<file path="src/rtl/des_result_collector.sv">
// des_result_collector
//   Collects ciphertext/counter results from the DES search blocks. A masked
//   compare against a target value selects which results are kept. Kept
//   results go into a first-word-fall-through FIFO that the host pops. The
//   block also keeps checked/dropped statistics and a sticky overflow flag,
//   and holds the producer off while the FIFO is full.
//
//   Optional feature: define DES_COLLECT_TIMESTAMP_EN to add a free-running
//   32-bit cycle counter. Each entry then stores the counter value at push
//   time, and the head value appears on out_timestamp.
//
// Ports
//   clk, rst          clock (rising edge); asynchronous active-high reset
//   start, stop       pulses: IDLE->RUN (clears stats/FIFO), RUN->FLUSH
//   in_valid          one-cycle result strobe
//   in_counter        key index of the result
//   in_ciphertext     ciphertext of the result
//   match_mask        bits to compare (0 = every result matches)
//   match_value       target ciphertext bits
//   rd_en             host pop request
//   out_valid         FIFO non-empty; head entry presented
//   out_counter       head counter
//   out_ciphertext    head ciphertext
//   out_timestamp     head timestamp (only with DES_COLLECT_TIMESTAMP_EN)
//   fifo_count        occupancy, 0..DEPTH
//   producer_hold     FIFO full
//   overflow          sticky: a match was dropped
//   drop_count        dropped matches, saturating
//   checked_count     results seen in RUN, wrapping
//   busy              state is RUN or FLUSH
module des_result_collector #(
  parameter int DEPTH  = 8,
  parameter int CNT_W  = 48,
  parameter int STAT_W = 32
) (
  input  logic                     clk,
  input  logic                     rst,
  input  logic                     start,
  input  logic                     stop,
  input  logic                     in_valid,
  input  logic [CNT_W-1:0]         in_counter,
  input  logic [63:0]              in_ciphertext,
  input  logic [63:0]              match_mask,
  input  logic [63:0]              match_value,
  input  logic                     rd_en,
  output logic                     out_valid,
  output logic [CNT_W-1:0]         out_counter,
  output logic [63:0]              out_ciphertext,
`ifdef DES_COLLECT_TIMESTAMP_EN
  output logic [31:0]              out_timestamp,
`endif
  output logic [$clog2(DEPTH):0]   fifo_count,
  output logic                     producer_hold,
  output logic                     overflow,
  output logic [15:0]              drop_count,
  output logic [STAT_W-1:0]        checked_count,
  output logic                     busy
);

  localparam int PW = $clog2(DEPTH);
  localparam int CW = PW + 1;
  localparam int EW = CNT_W + 64;

  typedef enum logic [1:0] {
    S_IDLE  = 2'd0,
    S_RUN   = 2'd1,
    S_FLUSH = 2'd2
  } state_t;

  state_t             r_state;
  state_t             w_next;

  logic [EW-1:0]      r_mem [DEPTH];
  logic [PW-1:0]      r_wr_ptr;
  logic [PW-1:0]      r_rd_ptr;
  logic [CW-1:0]      r_count;
  logic               r_overflow;
  logic [15:0]        r_drop;
  logic [STAT_W-1:0]  r_checked;

  logic               w_start_run;
  logic               w_match;
  logic               w_push_req;
  logic               w_pop;
  logic               w_full;
  logic               w_push;
  logic               w_drop;
  logic [EW-1:0]      w_head;

  assign w_start_run = (r_state == S_IDLE) && start;
  assign w_match     = ((in_ciphertext ^ match_value) & match_mask) == 64'd0;
  assign w_push_req  = (r_state == S_RUN) && in_valid && w_match;
  assign w_pop       = rd_en && (r_count != '0);
  assign w_full      = (r_count == CW'(DEPTH));
  // A pop in the same cycle frees the slot, so a full FIFO still accepts.
  assign w_push      = w_push_req && (!w_full || w_pop);
  assign w_drop      = w_push_req && w_full && !w_pop;

  // State register
  always_ff @(posedge clk or posedge rst) begin
    if (rst) r_state <= S_IDLE;
    else     r_state <= w_next;
  end

  // Next-state logic. start is only looked at in IDLE and stop only in
  // RUN. This makes start win when both arrive in IDLE.
  always_comb begin
    w_next = r_state;
    case (r_state)
      S_IDLE:  if (start) w_next = S_RUN;
      S_RUN:   if (stop) w_next = S_FLUSH;
      S_FLUSH: if (r_count == '0) w_next = S_IDLE;
      default: w_next = S_IDLE;
    endcase
  end

  // FIFO control and statistics
  always_ff @(posedge clk or posedge rst) begin
    if (rst) begin
      r_wr_ptr   <= '0;
      r_rd_ptr   <= '0;
      r_count    <= '0;
      r_overflow <= 1'b0;
      r_drop     <= '0;
      r_checked  <= '0;
    end else if (w_start_run) begin
      r_wr_ptr   <= '0;
      r_rd_ptr   <= '0;
      r_count    <= '0;
      r_overflow <= 1'b0;
      r_drop     <= '0;
      r_checked  <= '0;
    end else begin
      if (w_push) r_wr_ptr <= r_wr_ptr + PW'(1);
      if (w_pop)  r_rd_ptr <= r_rd_ptr + PW'(1);
      case ({w_push, w_pop})
        2'b10:   r_count <= r_count + CW'(1);
        2'b01:   r_count <= r_count - CW'(1);
        default: r_count <= r_count;
      endcase
      if (w_drop) begin
        r_overflow <= 1'b1;
        if (r_drop != 16'hFFFF) r_drop <= r_drop + 16'd1;
      end
      if ((r_state == S_RUN) && in_valid) r_checked <= r_checked + STAT_W'(1);
    end
  end

  // Entry storage. It is not reset: contents are qualified by r_count.
  always_ff @(posedge clk) begin
    if (w_push) r_mem[r_wr_ptr] <= {in_counter, in_ciphertext};
  end

  assign w_head         = r_mem[r_rd_ptr];
  assign out_valid      = (r_count != '0);
  assign out_counter    = out_valid ? w_head[EW-1:64] : '0;
  assign out_ciphertext = out_valid ? w_head[63:0]    : 64'd0;
  assign fifo_count     = r_count;
  assign producer_hold  = w_full;
  assign overflow       = r_overflow;
  assign drop_count     = r_drop;
  assign checked_count  = r_checked;
  assign busy           = (r_state != S_IDLE);

`ifdef DES_COLLECT_TIMESTAMP_EN
  logic [31:0] r_ts;
  logic [31:0] r_ts_mem [DEPTH];

  always_ff @(posedge clk or posedge rst) begin
    if (rst)              r_ts <= '0;
    else if (w_start_run) r_ts <= '0;
    else                  r_ts <= r_ts + 32'd1;
  end

  always_ff @(posedge clk) begin
    if (w_push) r_ts_mem[r_wr_ptr] <= r_ts;
  end

  assign out_timestamp = out_valid ? r_ts_mem[r_rd_ptr] : 32'd0;
`endif

endmodule

</file>
<file path="config.mk">
export PLATFORM = sky130hd
export DESIGN_NAME = des_result_collector
export DESIGN_NICKNAME = d
export VERILOG_FILES = /design/src/rtl/des_result_collector.sv
export SDC_FILE = /design/constraint.sdc
export NUM_CORES = 1
export LEC_CHECK = 0
export ABC_AREA = 1
export CORE_UTILIZATION = 25
export CTS_BUF_LIST = sky130_fd_sc_hd__clkbuf_8 sky130_fd_sc_hd__clkbuf_16
export DETAILED_ROUTE_END_ITERATION = 10
export PLACE_DENSITY_LB_ADDON = 0.12
export SLEW_MARGIN = 20
export SYNTH_ARGS = -nofsm -noshare
export SYNTH_HDL_FRONTEND = slang
export SYNTH_SLANG_ARGS = --single-unit
</file>
<file path="constraint.sdc">
create_clock -name clk -period 22.9 [get_ports clk]
set_clock_uncertainty 0.05 [all_clocks]
set_input_delay 5.725 -clock clk [delete_from_list [all_inputs] [get_ports clk]]
set_output_delay 5.725 -clock clk [all_outputs]
set_load 0.005 [all_outputs]
</file>
# == After elaboration in Yosys (flattened, before gate mapping) ==
# Memory sizes are Yosys's and may differ from the RTL's.
# Cells that the tools add are included.
# word_totals
ram_bits,896
memories,1
reg_bits,61
inputBits,246
out_inout_bits,168
wordCells,69
# classes
eq_ne,9
bitwise_logic,2
n_reduce_logical,23
n_mux,21
addsub,6
# memory_table
memory,words,width,read_ports,rd_ports_with_merged_regs,write_ports,line_no,source
r_mem,8,112,1,0,1,73,logic [EW-1:0] r_mem [DEPTH];
# ops
cell,n
$and 64x64->64,1
$logic_not 64->1,1
$mux 32,2
$mux 64,1
$xor 64x64->64,1
$mux 16,3
$mux 48,1
$add 32x1->32 const B,1
$add 16x1->16 const B,1
$ne 16x16->1 const B,1
$mux 3,4
$reduce_bool 2->1,6
$pmux 4 s2,1
$logic_and 1x1->1,7
$add 3x1->3 const B,2
$mux 2,3
$ne 2x2->1 const B,3
$pmux 2 s3,1
$add 4x1->4 const B,1
$eq 2x1->1 const B,2
$eq 2x2->1 const B,2
$eq 4x4->1 const B,1
$logic_not 4->1,1
$mux 1,4
other kinds (9),10

# == Longest topological paths before layout ==
# logic_depth
word_depth,8
depth_mapped,21
mapped_depth_nobuf,21

# == Worst setup path after synthesis ==
# OpenSTA, ideal clock, no wires.
# synth_path
path_kind,input-to-reg
from,in match_value[56]
to,"mem r_mem[6][0] in the netlist's numbering, enable pin"
n_path_buf,0
required_ps,22129
setup_slack_ps,7837
setup_ps,721
t_arrival_ps,14292
path_stages,10
cell_sequence,or2_1 -> nand3_1 -> nand2_1 -> nor2_1 -> nand4_1 -> nor3_1 -> nand2_1 -> nor2_1 -> nand3_1 -> nor3_1
# synth_between
elab_chain_cells,7
# synth_lines
item,line_no,source
start: declaration,44,"input logic [63:0] match_value,"
$xor 64x64->64,91,assign w_match = ((in_ciphertext ^ match_value) & match_mask) == 64'd0;
$and 64x64->64,91,
$logic_not 64->1,91,
$logic_and 1x1->1,92,assign w_push_req = (r_state == S_RUN) && in_valid && w_match;
$logic_and 1x1->1,96,assign w_push = w_push_req && (!w_full || w_pop);
$mux 1,151,"if (w_push) r_mem[r_wr_ptr] <= {in_counter, in_ciphertext};"
$mux 1 (not written as such),151,
end: declaration,73,
# No other way between the ends.

# == Worst setup path after layout ==
# layout_path
from,reg r_rd_ptr[0]
to,out out_counter[37]
# layout_between
elab_chain_cells,2
# layout_lines
item,line_no,source
start: declaration,75,logic [PW-1:0] r_rd_ptr;
start signal: assignment,135,if (w_pop) r_rd_ptr <= r_rd_ptr + PW'(1);
$mem_v2 8x112,--,
$mux 48,156,assign out_counter = out_valid ? w_head[EW-1:64] : '0;
end: declaration,47,"output logic [CNT_W-1:0] out_counter,"
# No other way between the ends.

==> impl_metrics.py <==
metrics = {
    "route": {
        "routed_wl_um": 138000,
        "ant_nets": 0,
        "drcViolationCount": 0,
        "detail_route.wl_per_cell_um": 22.6,
        "via_count": 28349,
        "via_per_inst": 4.66,
        "drtPass1Iterations": 5,
        "drt_iter0_drc": 1802,
    },
    "timing": {
        "rsz0062_at_grt": "no",
        "drv_slew": 0,
        "whs_ns": 0.446,
        "period_minus_slack_ns": 11.00,
        "max_freq_mhz": 90.9,
        "tns_ns": 0,
        "hold_viol": 0,
        "finalWorstSetupSlack_ns": 11.90,
        "timing.final.crit_share_pct": 48.0,
        "worstMarginPinSlew_ns": 1.07,
        "finalSetupViolations": 0,
        "relSlewSlack_pct": 28.4,
    },
    "worst_setup_path": {
        "end_kind": "output port",
        "reg2reg_slack_ns": 18.17,
        "crit_path_max_fanout": 72,
        "reg2reg_from": "r_state[1]",
        "cp.required_ns": 17.12,
        "cp.arrival_ns": 5.22,
        "startpoint": "r_rd_ptr[0]",
        "rr_worst_depth": 9,
        "startpoint_type": "register",
        "r2r_end": "r_mem[7][79]",
        "crit_type": "reg -> out",
    },
    "die": {
        "core_sq_um": 159000,
        "pin_count": 414,
        "rows": 146,
        "start_util_pct": 25.3,
        "dieArea_sq_um": 162000,
        "die_w_um": 403,
        "die_y_um": 403,
    },
    "clock_network": {
        "clock_latency_ns": 0.70,
        "clock_path_buffers": 3,
        "htreeDepth": 3,
        "cts.sink_count": 957,
        "cts_tree": "yes",
        "cts_root_buffer": "clkbuf_16",
        "cts_resized": 0,
        "cts_buffers": 113,
        "clk_pin_slew_ns": 0.06,
        "cts_setup_buffers": 0,
        "hold_buffers": 0,
    },
    "logic_synthesis": {
        "yosysTopAreaCellShare_pct": 67.1,
        "netlist_area_sq_um": 40100,
        "synth.distinct_cells": 41,
        "synth_edf_count": 896,
        "synth_nets": 3787,
        "ys_seq_elements": 957,
        "synthCells": 3534,
        "synthTopCellsByArea": "edfxtp_1 67%, nor2_1 7.5%, o21ai_0 7.2%",
        "async_flop_share_pct": 6.37,
        "syn_avg_cell_area_sq_um": 11.3,
        "synthFlopType": "edfxtp_1",
        "yosysSeqAreaShare_pct": 70.9,
        "yosysTopAreaCell": "edfxtp_1",
        "yosysWarnings": 0,
    },
    "hold_path": {
        "worstHoldEndpoint": "overflow",
        "hold_path_class": "reg -> reg",
        "hp-start": "overflow",
        "whs_path_depth": 1,
    },
    "pwr": {
        "ir_drop_uv": 62.3,
        "leakage_nw": 17.2,
        "powerDensity_nw_per_um2": 109,
    },
    "placed_design": {
        "pre_cts_ws_ns": 11.89,
        "place_hpwl_um": 81700,
        "io_buffers": 413,
        "place_congestion": 0.767,
    },
    "global_route": {
        "grt_pass1_vias": 28021,
        "grt.overflow.total": 0,
        "antenna_found_initial": 11,
        "grt_pass1_wl_um": 200000,
        "grt_start_max_net_pins": 182,
        "grtUsageTotal_pct": 16.7,
    },
    "outcome": {
        "status": "finished, final reports clean",
    },
    "cells_and_area": {
        "nets": 4165,
        "fill_cells": 16110,
        "syn_to_final_growth_pct": 24.9,
        "drive_gt1_share_pct": 5.74,
    },
    "job": {
        "cap_viol_max_count": 0,
    },
}
-- per-stage QoR --
step           util (%)  cells  total power, mW  instance area [sq um]
2_1_floorplan         -   3534             2.84                  40100
3_3_place_gp       29.3   5867             3.81                  46500
3_5_place_dp       29.3   5867             3.80                  46500
4_1_cts            31.5   6074             5.56                  50000
5_1_grt            31.5   6076             5.77                  50100
6_report           31.6   6082             5.45                  50100
-- cell families (layout without fill, tap and decap cells) --
family,Yosys count,in the layout,share of synthesized area (%)
and+or+nand+nor,1332,1332,13.5
DFF,957,957,70.9
AOI/OAI and AO/OA,838,838,11.2
buffers and inverters,374,844,3.59
xor gates and xnor gates,26,26,0.568
adders and majority gates,7,7,0.237
other,0,6,0
-- layout make-up --
| class | count | area [sq um] | area share, % |
|---|---|---|---|
| Clock inverter | 92 | 662 | 1.32 |
| Tap cell | 2072 | 2590 | 5.18 |
| Clock buffer | 115 | 2880 | 5.74 |
| Sequential cell | 957 | 28400 | 56.8 |
| Multi-Input combinational cell | 2203 | 10300 | 20.5 |
| Inverter | 178 | 694 | 1.39 |
| Timing Repair Buffer | 459 | 4530 | 9.05 |
| Antenna cell | 6 | 15.0 | 0.0300 |
-- worst max-delay path by stage --
| stage | end | depth (start not counted) | slack (ns) |
|---|---|---|---|
| after floorplan | r_mem[6][0] | 10 | 7.84 |
| after global placement | r_mem[7][80] | 11 | 11.93 |
| after detailed placement | r_mem[7][80] | 11 | 11.89 |
| after CTS | out_counter[37] | 8 | 11.74 |
| after global routing | out_counter[37] | 8 | 11.50 |
| final | out_counter[37] | 8 | 11.90 |
-- synthesized netlist by cell type (2+ instances only) --
cell / count
inv_1: 172
clkbuf_1: 158
o21ai_1: 5
xor2_1: 24
nand3_1: 113
dfrtp_1: 61
o22ai_1: 112
inv_2: 2
edfxtp_1: 896
or2_1: 3
or2_0: 3
nor4_1: 10
o31ai_1: 6
nor2_2: 2
nor3_1: 32
nand4_1: 41
o21a_1: 2
xnor2_1: 2
o21ai_0: 581
a31oi_1: 112
clkinv_1: 3
a21oi_1: 16
nand2_1: 321
nand2_4: 2
nor2_1: 798
nand3_2: 2
buf_1: 14
buf_2: 23
ha_1: 6
-- sequential cells by signal, indices dropped and copies added (netlist names) --
| name | cells |
|---|---|
| r_mem | 896 |
| checked_count | 32 |
| drop_count | 16 |
| fifo_count | 4 |
| r_rd_ptr | 3 |
| r_wr_ptr | 3 |
| r_state | 2 |
| overflow | 1 |
-- power by group --
group | switching [mW] | internal [mW] | leakage, nW | total [mW]
sequential | 0.0338 | 1.93 | 8.88 | 1.96
clock | 0.734 | 0.994 | 1.81 | 1.73
combinational | 1.09 | 0.669 | 6.53 | 1.76
total | 1.86 | 3.59 | 17.2 | 5.45
-- worst max-delay path, cell delays in order, from the launching register on --
cell and delay, ns:
dfrtp_4 0.66, buf_4 0.69, buf_4 0.80, buf_4 0.74, o21ai_0 0.20, o22ai_1 0.20
o21ai_0 0.16, a31oi_1 0.32, clkdlybuf4s50_1 0.55
-- layout by cell type (no fill, tap or decap), types with 3 or more instances in the layout --
master / instances
a31oi_1: 112
clkinv_2: 20
o21ai_0: 581
o31ai_1: 6
inv_8: 3
diode_2: 6
nor4_1: 10
edfxtp_1: 896
or2_1: 3
clkbuf_16: 115
a21oi_1: 16
xor2_1: 24
nor2_1: 798
nor3_2: 8
inv_6: 3
o22ai_1: 112
clkdlybuf4s50_1: 413
nand4_1: 41
ha_1: 6
nand2_1: 320
dfrtp_1: 59
bufinv_16: 8
nand3_1: 113
inv_2: 3
or2_0: 3
clkinv_1: 32
o21ai_1: 5
inv_1: 191
buf_4: 43
clkinvlp_4: 5
nor3_1: 24
-- routing by layer --
metal / vias to the layer above / global-route usage (%) / share of wire, %
li1: 13397 / - / -
met1: 14151 / 23.1 / 46
met2: 629 / 27.0 / 47
met3: 164 / 3.08 / 5.2
met4: 8 / 3.99 / 2.1
met5: - / 0 / 0.041
(Power assumes the default switching activity.)
